### src/rtl/sc_mult_array.sv
// Multi-lane stochastic-computing multiplier: per-lane AND (unipolar) or XNOR (bipolar)
// over a fixed-length frame, with a registered product stream and a per-lane ones count.
module sc_mult_array #(
  parameter  int NUM_CH     = 4,
  parameter  int STREAM_LEN = 256,
  localparam int CNT_W      = $clog2(STREAM_LEN + 1)
) (
  input  logic                    clk,
  input  logic                    rst_n,
  input  logic                    start,
  input  logic                    abort,
  input  logic                    bipolar,
  input  logic                    in_valid,
  input  logic [NUM_CH-1:0]       x,
  input  logic [NUM_CH-1:0]       y,
  output logic [NUM_CH-1:0]       res,
  output logic                    res_valid,
  output logic [NUM_CH*CNT_W-1:0] count,
  output logic                    busy,
  output logic                    done
);

  typedef enum logic [1:0] {
    IDLE = 2'd0,
    RUN  = 2'd1,
    DONE = 2'd2
  } state_t;

  localparam logic [CNT_W-1:0] LAST_BIT = CNT_W'(STREAM_LEN - 1);
  localparam logic [CNT_W-1:0] ONE      = {{(CNT_W-1){1'b0}}, 1'b1};

  state_t                    state_q, state_d;
  logic                      mode_q, mode_d;
  logic [CNT_W-1:0]          bit_cnt_q, bit_cnt_d;
  logic [NUM_CH-1:0]         res_q, res_d;
  logic                      res_valid_q, res_valid_d;
  logic [NUM_CH*CNT_W-1:0]   count_q, count_d;
  logic                      busy_q, busy_d;
  logic                      done_q, done_d;
  logic [NUM_CH-1:0]         prod_s;

  assign prod_s = mode_q ? ~(x ^ y) : (x & y);

  // Next-state and next-output computation for the frame controller and lanes
  always_comb begin
    state_d     = state_q;
    mode_d      = mode_q;
    bit_cnt_d   = bit_cnt_q;
    res_d       = res_q;
    res_valid_d = 1'b0;
    count_d     = count_q;
    busy_d      = busy_q;
    done_d      = 1'b0;
    case (state_q)
      IDLE: begin
        if (start) begin
          state_d   = RUN;
          mode_d    = bipolar;
          bit_cnt_d = '0;
          count_d   = '0;
          busy_d    = 1'b1;
        end else begin
          busy_d    = 1'b0;
        end
      end
      RUN: begin
        // Abort wins over a same-cycle bit so a cancelled frame never counts it
        if (abort) begin
          state_d = IDLE;
          busy_d  = 1'b0;
        end else if (in_valid) begin
          res_d       = prod_s;
          res_valid_d = 1'b1;
          bit_cnt_d   = bit_cnt_q + ONE;
          for (int i = 0; i < NUM_CH; i++) begin
            count_d[i*CNT_W +: CNT_W] = count_q[i*CNT_W +: CNT_W] + {{(CNT_W-1){1'b0}}, prod_s[i]};
          end
          if (bit_cnt_q == LAST_BIT) begin
            state_d = DONE;
            done_d  = 1'b1;
          end else begin
            state_d = RUN;
          end
        end else begin
          state_d = RUN;
        end
      end
      DONE: begin
        state_d = IDLE;
        busy_d  = 1'b0;
      end
      default: begin
        state_d = IDLE;
        busy_d  = 1'b0;
      end
    endcase
  end

  // State and output registers
  always_ff @(posedge clk or negedge rst_n) begin
    if (!rst_n) begin
      state_q     <= IDLE;
      mode_q      <= 1'b0;
      bit_cnt_q   <= '0;
      res_q       <= '0;
      res_valid_q <= 1'b0;
      count_q     <= '0;
      busy_q      <= 1'b0;
      done_q      <= 1'b0;
    end else begin
      state_q     <= state_d;
      mode_q      <= mode_d;
      bit_cnt_q   <= bit_cnt_d;
      res_q       <= res_d;
      res_valid_q <= res_valid_d;
      count_q     <= count_d;
      busy_q      <= busy_d;
      done_q      <= done_d;
    end
  end

  assign res       = res_q;
  assign res_valid = res_valid_q;
  assign count     = count_q;
  assign busy      = busy_q;
  assign done      = done_q;

endmodule

### config.mk
export PLATFORM = sky130hd
export DESIGN_NAME = sc_mult_array
export DESIGN_NICKNAME = d
export VERILOG_FILES = /design/src/rtl/sc_mult_array.sv
export SDC_FILE = /design/constraint.sdc
export NUM_CORES = 1
export LEC_CHECK = 0
export ABC_CLOCK_PERIOD_IN_PS = 2680
export CELL_PAD_IN_SITES_DETAIL_PLACEMENT = 2
export CELL_PAD_IN_SITES_GLOBAL_PLACEMENT = 2
export CORE_UTILIZATION = 32
export CTS_CLUSTER_SIZE = 14
export DETAILED_ROUTE_END_ITERATION = 8
export PLACE_DENSITY = 0.75
export SYNTH_ARGS = -nofsm -noshare
export SYNTH_HDL_FRONTEND = slang
export SYNTH_SLANG_ARGS = --single-unit
### constraint.sdc
create_clock -name clk -period 2.68 [get_ports clk]
set_input_delay 0.804 -clock clk [delete_from_list [all_inputs] [get_ports clk]]
set_output_delay 0.804 -clock clk [all_outputs]
set_load 0.05 [all_outputs]
==> reports/summary.log, run 1 <==
[run_status] result of the run finished clean
[sta] Max transition margin 64.3%
[clock_tree] number of CTS-inserted buffers 5
[clock_tree] CTS sink cnt 55
[pwr] PwrDens 545 mW/mm²
[global_route] vias in the first global route 2660
[global_route] overflow left after global routing 0
[layout] antenna diode count 0
[global_route] number of antenna violations at the first check in global routing 0
[drt] per-cell via count in the routed design 5.43
[drt] average wire length per cell after detail routing 17.5 µm
[synthesis] count of synthesis-stage warnings from yosys 0
[synthesis] net count of the mapped netlist 295
[placed_design] DPL Wire Length 5510 µm
[critical_path] sort of element at the start of the critical path input pin
[synthesis] mean area per synthesized cell 10.5 µm²
[floorplanning] number of top-level design ports 57
[pwr] sequential share of power 45.9%
[floorplanning] die outline area 0.00913 mm²
[layout] # fillers 879
[critical_path] arrival time at the worst endpoint 2.83 ns
[worst_hold_path] Hold Path Class input pin to asynchronous set/reset pin
[layout] area added between synthesis and finish 34.0%
[synthesis] Mapped Cells 267
[global_route] global-route wire length before repair 13400 µm
[global_route] Tot GR Track Use 18.9%
[placed_design] PortBufs 56
[pwr] Total Power Consumption 2.05 mW
[clock_tree] htree depth 2
[critical_path] reg2reg setup slack 0.70 ns
[floorplanning] die span in x 95.6 µm
[synthesis] cell area after synthesis 0.00280 mm²
[sta] final count of negative-setup-slack endpoints 0
[critical_path] critical path fanouts, max 4
[synthesis] count of unique library cells instantiated by Yosys 32
[critical_path] Crit Path Class input pin to flip-flop
[critical_path] worst path required time 2.93 ns
[layout] share of final-layout standard cells stronger than drive strength 1 13.8%
[floorplanning] CORE AREA 0.00834 mm²
[sta] unrepaired setup endpoints after global routing false
[pwr] Worst IR Drop VDD 0.000473 V
[sta] highest achievable clock rate 388 MHz
[sta] Clock Skews 0.0126 ns
[job] count of max-cap constraint violations 0
[drt] Iter 0 DRT Violations 38
[sta] Fin. Hold Viols 0
[clock_tree] Worst-Skew Late Latency 0.32 ns
[drt] total via count in the routed design 2424
[sta] Final min period 2.58 ns
[floorplanning] floorplan row count 33
[drt] number of detailed-routing iterations run before antenna repair 3
[layout] final-stage net count 368
[clock_tree] CTS tree built
[layout] fin util 45.0%
[drt] number of DRC violations after detailed routing 0
[sta] final clock period utilization by the worst path 96.2%
[drt] aggregate routed wire length 7820 µm
[clock_tree] clock root buffer master clkbuf_8
[clock_tree] hold buffers post-CTS 0
[clock_tree] Reg clk slew, reported paths 0.11 ns
[sta] count of final max-slew check failures 0
[placed_design] global placement routability congestion 0.760
[pwr] switching pwr 0.679 mW
[global_route] pin count of the biggest net entering global routing 48
[floorplanning] height of the die 95.6 µm
[critical_path] element type at the critical path end flip-flop
[drt] post-route antenna net violation count 0
[clock_tree] largest buffer count on any clock path 2
[sta] Worst Max-Slew Pin Slew 0.534 ns
[synthesis] sequential-to-total area share from yosys stat 49.1%
[pwr] leakage power 1.63 nW
[pwr] Internal Power 1.37 mW
[synthesis] FF+latch count, synth 55
[floorplanning] initial core utilization 33.6%
[pwr] clock share of power 28.5%
[pwr] portion of total power attributed to combinational logic 25.6%
[pwr] switching power share of the total 33.2%
[metrics by stage]
step           instances  hold slack [ns]  worst slack, ns  setup TNS (ns)  cell area [µm²]
2_1_floorplan        267            0.453            0.303               0             2800
3_3_place_gp         437            0.475           -0.233           -2.23             3610
3_5_place_dp         437            0.484           -0.330           -3.67             3610
4_1_cts              445            0.374           0.0617               0             3730
5_1_grt              446            0.376           0.0119               0             3750
6_report             446            0.362            0.103               0             3750
[power by group through the flow]
| stage | Clock, mW | Combinational [mW] | Sequential, mW |
|---|---|---|---|
| final | 0.583 | 0.524 | 0.939 |
| after global routing | 0.623 | 0.562 | 0.949 |
| after CTS | 0.605 | 0.525 | 0.939 |
| after detailed placement | 0 | 0.518 | 0.953 |
| after global placement | 0 | 0.504 | 0.949 |
| after floorplan | 0 | 0.159 | 1.10 |
[cell usage after synthesis]
master / n / share of area, %
nor2b_1: 2 / 0.45
buf_4: 2 / 0.54
o31ai_1: 13 / 3.5
nor2_1: 5 / 0.67
nand2_1: 23 / 3.1
inv_2: 1 / 0.13
nor2_4: 1 / 0.40
and3_1: 1 / 0.22
dfrtp_1: 55 / 49
o21ai_0: 9 / 1.6
or3b_2: 1 / 0.31
buf_2: 6 / 1.1
nand4_1: 13 / 2.9
or3_1: 8 / 1.8
a22o_1: 9 / 2.8
o2bb2ai_1: 1 / 0.31
and4_1: 3 / 0.94
nand3_1: 13 / 2.3
or4_1: 13 / 3.5
ha_1: 14 / 6.3
nand4bb_1: 1 / 0.40
mux2_2: 4 / 1.6
and2_1: 5 / 1.1
buf_6: 2 / 0.80
clkbuf_8: 2 / 0.98
clkbuf_1: 1 / 0.13
nor3b_1: 1 / 0.27
a21oi_1: 26 / 4.6
inv_1: 10 / 1.3
nand2b_1: 7 / 1.6
mux2i_1: 14 / 5.0
nor4_1: 1 / 0.22
[what timing repair did]
| item | CTS | global route |
|---|---|---|
| setup endpoints to repair | 2 | 7 |
| gates resized for setup | 2 | 5 |
| pin swaps | 0 | 2 |
| setup buffers | 0 | 1 |
| gates cloned | 0 | 0 |
[registers in the layout (all words and copies together) (netlist names)]
name / flops
bit_cnt_q: 9
state_q: 2
mode_q: 1
count: 36
done: 1
busy: 1
res_valid: 1
res: 4
[placed cells by master (no fill, tap or decap)]
cell type	synthesis	final
buf_12	0	4
or3_1	8	8
clkbuf_8	2	5
clkdlybuf4s50_1	0	55
nand2_2	0	1
a21oi_2	0	3
buf_2	6	1
nor2b_1	2	2
mux2_2	4	4
a21oi_1	26	23
nand4_1	13	13
and4_1	3	3
mux2i_1	14	14
dfrtp_1	55	55
nor2_1	5	5
or3b_2	1	1
nor3b_2	0	1
nand2b_1	7	7
clkinvlp_4	0	1
o31ai_1	13	13
or4_1	13	13
and3_1	1	1
o21ai_0	9	9
inv_6	0	1
nand3_1	13	13
inv_1	10	10
buf_4	2	19
nand2_1	23	22
and2_1	5	5
a22o_1	9	9
inv_2	1	1
ha_2	0	3
bufinv_16	0	1
o2bb2ai_1	1	1
ha_1	14	11
nor4_1	1	1
nand4bb_1	1	1
nor2_4	1	1
[routing by layer]
layer | vias up | global-route usage, % | share of wire (%)
li1 | 1128 | - | -
met2 | 46 | 32.9 | 48
met1 | 1244 | 24.0 | 47
met5 | - | 0 | 0
met3 | 6 | 4.47 | 4.6
met4 | 0 | 3.73 | 0.86
[final timing paths]
check | startpoint | to | cells past startpoint
min in group clk | bit_cnt_q[8] | bit_cnt_q[8] | 1
worst max-delay path | y[0] | count[6] | 8
worst max register to register | mode_q | count[6] | 7
max in group asynchronous | rst_n | count[11] | 2
worst min-delay path | rst_n | count[32] | 1
worst min register to register | bit_cnt_q[8] | bit_cnt_q[8] | 1
[final cells by class]
| cell class | instances | area (µm²) | area share (%) |
|---|---|---|---|
| clock buffers | 5 | 68.8 | 1.83 |
| multi-input cells | 188 | 1310 | 34.9 |
| clock inverters | 3 | 46.3 | 1.23 |
| repair buffers | 79 | 778 | 20.7 |
| inverters | 11 | 41.3 | 1.10 |
| flip-flops and latches | 55 | 1380 | 36.7 |
| well taps | 105 | 131 | 3.50 |
[logic make-up (layout without fill, tap and decap cells)]
| family | Yosys count | in the layout | synth area share [%] |
|---|---|---|---|
| multiplexers | 18 | 18 | 6.61 |
| adder cells (fa/ha/maj) | 14 | 14 | 6.25 |
| flip-flops | 55 | 55 | 49.1 |
| AND/OR/NAND/NOR | 98 | 98 | 20.1 |
| AO/OA/AOI/OAI | 58 | 58 | 12.9 |
| buffers and inverters | 24 | 98 | 5.00 |
[critical path: stages]
cell and delay [ns]:
clkdlybuf4s50_1 0.42, ha_1 0.31, a21oi_2 0.18, ha_2 0.23, ha_1 0.18, nand2_2 0.08
or4_1 0.47, a21oi_1 0.15
Power figures use the tool's default switching activity.
==> inputs of run 2 (changes only) <==
- SLEW_MARGIN: not set -> 10
==> results of run 2 <==
No change in the layout: final DEF, timing and power equal those of run 1.
==> inputs of run 3 (changes only) <==
- CORE_MARGIN: not set -> 2
- MAX_ROUTING_LAYER: not set -> met4
==> run 3 against run 2 <==
Worst hold slack improved by 0.10 ns; final cell count rose by 0.45%; global-route usage is 0.38 points lower; combinational power is essentially flat; die area increased by 4.2%; wire length up 4.6%; non-clock buffer count stayed put; critical path type unchanged; critical endpoint is now count[32]; largest power group unchanged.
==> reports/summary.log, run 3 (same netlist as run 1, synthesis figures left out) <==
[run_status] result of the run finished clean [unchanged]
[global_route] overflow left after global routing 0 [unchanged]
[global_route] global-route wire length before repair 14000 µm [was 13400 µm]
[pwr] sequential share of power 48.2% [was 45.9%]
[drt] total via count in the routed design 2439 [was 2424]
[layout] total non-filler cell area in the finished layout 0.00374 mm² [was 0.00375 mm²]
[critical_path] delay-heaviest family, CP simple AND/OR/NAND/NOR gates [was adder cells]
[pwr] Worst IR Drop VDD 0.000224 V [was 0.000473 V]
[critical_path] Buffers & Inverters on Critical Path 2 [was 1]
[drt] per-cell via count in the routed design 5.44 [was 5.43]
[floorplanning] die outline area 0.00952 mm² [was 0.00913 mm²]
[drt] post-route antenna net violation count 0 [unchanged]
[layout] max reg flops 36 [unchanged]
[sta] Max transition margin 62.6% [was 64.3%]
[layout] antenna diode count 0 [unchanged]
[global_route] vias in the first global route 2739 [was 2660]
[pwr] switching power share of the total 34.0% [was 33.2%]
[sta] final count of negative-setup-slack endpoints 0 [unchanged]
[sta] Setup TNS Final 0 ns [unchanged]
[clock_tree] largest buffer count on any clock path 2 [unchanged]
[clock_tree] htree depth 2 [unchanged]
[sta] Clock Skews 0.00870 ns [was 0.0126 ns]
[placed_design] cell area after placement 0.00358 mm² [was 0.00361 mm²]
[drt] Iter 0 DRT Violations 48 [was 38]
[global_route] pin count of the biggest net entering global routing 48 [unchanged]
[pwr] portion of total power attributed to combinational logic 27.0% [was 25.6%]
[sta] Fin. Hold Viols 0 [unchanged]
[floorplanning] die span in x 97.6 µm [was 95.6 µm]
[global_route] Tot GR Track Use 18.6% [was 18.9%]
[floorplanning] number of top-level design ports 57 [unchanged]
[clock_tree] CTS tree built [unchanged]
[critical_path] list of cells traversed by the critical path clkdlybuf4s50_1 -> ha_1 -> a21oi_2 -> ha_2 -> buf_4 -> nand4_1 -> or4_1 -> a21oi_1 [was clkdlybuf4s50_1 -> ha_1 -> a21oi_2 -> ha_2 -> ha_1 -> nand2_2 -> or4_1 -> a21oi_1]
[job] count of max-cap constraint violations 0 [unchanged]
[worst_hold_path] Hold Path Class input pin to asynchronous set/reset pin [unchanged]
[pwr] Total Power Consumption 1.95 mW [was 2.05 mW]
[critical_path] worst path required time 2.92 ns [was 2.93 ns]
[floorplanning] initial core utilization 32.6% [was 33.6%]
[placed_design] PortBufs 56 [unchanged]
[layout] # fillers 927 [was 879]
[pwr] clock share of power 24.8% [was 28.5%]
[global_route] number of antenna violations at the first check in global routing 0 [unchanged]
[sta] final clock period utilization by the worst path 97.4% [was 96.2%]
[layout] most frequent cells in the layout 55 x dfrtp_1, 55 x clkdlybuf4s50_1, 22 x nand2_1, 21 x a21oi_1, 21 x buf_4 [was 55 x dfrtp_1, 55 x clkdlybuf4s50_1, 23 x a21oi_1, 22 x nand2_1, 19 x buf_4]
[sta] highest achievable clock rate 383 MHz [was 388 MHz]
[clock_tree] Reg clk slew, reported paths 0.10 ns [was 0.11 ns]
[pwr] PwrDens 520 mW/mm² [was 545 mW/mm²]
[clock_tree] clock root buffer master clkbuf_8 [unchanged]
[critical_path] critical path fanouts, max 3 [was 4]
[layout] final-stage net count 368 [unchanged]
[pwr] switching pwr 0.661 mW [was 0.679 mW]
[sta] unrepaired setup endpoints after global routing true [was false]
[placed_design] global placement routability congestion 0.729 [was 0.760]
[placed_design] pre-CTS WS -0.401 ns [was -0.330 ns]
[layout] share of final-layout standard cells stronger than drive strength 1 15.6% [was 13.8%]
[critical_path] sort of element at the start of the critical path input pin [unchanged]
[clock_tree] CTS sink cnt 55 [unchanged]
[clock_tree] hold buffers post-CTS 0 [unchanged]
[drt] number of DRC violations after detailed routing 0 [unchanged]
[critical_path] element type at the critical path end flip-flop [unchanged]
[pwr] leakage power 1.62 nW [was 1.63 nW]
[sta] count of final max-slew check failures 0 [unchanged]
[sta] Final min period 2.61 ns [was 2.58 ns]
[critical_path] Critical-path top delay cell or4_1 [unchanged]
[critical_path] arrival time at the worst endpoint 2.85 ns [was 2.83 ns]
[clock_tree] Worst-Skew Late Latency 0.31 ns [was 0.32 ns]
[sta] Worst Max-Slew Pin Slew 0.561 ns [was 0.534 ns]
[pwr] Internal Power 1.28 mW [was 1.37 mW]
[critical_path] Crit Path Class input pin to flip-flop [unchanged]
[drt] number of detailed-routing iterations run before antenna repair 3 [unchanged]
[floorplanning] height of the die 97.6 µm [was 95.6 µm]
[sta] post-route worst setup slack 0.0694 ns [was 0.103 ns]
[critical_path] max incr delay on CP 0.44 ns [was 0.47 ns]
[layout] area added between synthesis and finish 33.6% [was 34.0%]
[floorplanning] floorplan row count 34 [was 33]
[drt] average wire length per cell after detail routing 18.3 µm [was 17.5 µm]
[placed_design] DPL Wire Length 5830 µm [was 5510 µm]
[clock_tree] number of CTS-inserted buffers 5 [unchanged]
[floorplanning] CORE AREA 0.00859 mm² [was 0.00834 mm²]
[sta] worst hold slack after final layout 0.466 ns [was 0.362 ns]
[drt] aggregate routed wire length 8180 µm [was 7820 µm]
==> run 3: metal layers <==
layer | vias up | global-route usage (%) | part of all wire [%]
met2 | 32 | 33.4 | 54
li1 | 1134 | - | -
met5 | - | - | 0
met1 | 1268 | 22.2 | 43
met4 | 0 | 3.85 | 0.92
met3 | 5 | 2.59 | 2.0
==> run 3: final cells by class <==
type                            instances  area, µm²  area share, %
Tap cell                              108        135           3.61
Clock buffer                            6       82.6           2.21
Inverter                               11       41.3           1.10
Multi-Input combinational cell        188       1350           36.1
Clock inverter                          1       5.00          0.134
Timing Repair Buffer                   79        753           20.1
Sequential cell                        55       1380           36.8
==> run 3: worst reg2reg max path, delay by kind of cell (launching register included) <==
kind	cells	cell delay [ns]
AND/OR/NAND/NOR	3	0.72
flip-flops	1	0.56
adder cells (fa/ha/maj)	2	0.40
AO/OA/AOI/OAI	2	0.31
==> run 3: through the flow <==
| stage | util, % | std cells |
|---|---|---|
| 6_report | 43.6 | 448 |
| 5_1_grt | 43.6 | 448 |
| 4_1_cts | 42.8 | 446 |
| 3_5_place_dp | 41.7 | 439 |
| 3_3_place_gp | 41.7 | 439 |
| 2_1_floorplan | - | 267 |
==> run 3: final timing paths <==
| path | endpoint | depth (start not counted) | slack [ns] | from |
|---|---|---|---|---|
| hold reg to reg | bit_cnt_q[4] | 1 | 0.51 | bit_cnt_q[4] |
| min in group clk | bit_cnt_q[4] | 1 | 0.51 | bit_cnt_q[4] |
| setup reg to reg | count[6] | 7 | 0.63 | mode_q |
| setup / recovery | count[32] | 8 | 0.07 | y[3] |
| hold / removal | res[0] | 1 | 0.47 | rst_n |
| max in group asynchronous | state_q[1] | 2 | 1.54 | rst_n |
==> run 3: power by group through the flow <==
stage | clock network (mW) | registers, mW | logic (mW)
after floorplan | 0 | 1.10 | 0.159
after global placement | 0 | 0.947 | 0.498
after detailed placement | 0 | 0.950 | 0.512
after CTS | 0.504 | 0.936 | 0.517
after global routing | 0.534 | 0.950 | 0.561
final | 0.483 | 0.937 | 0.526
==> run 3: what timing repair did <==
action | in CTS | in global routing
gates resized for setup | 3 | 12
setup endpoints to repair | 2 | 9
setup buffers | 0 | 2
pin swaps | 0 | 4
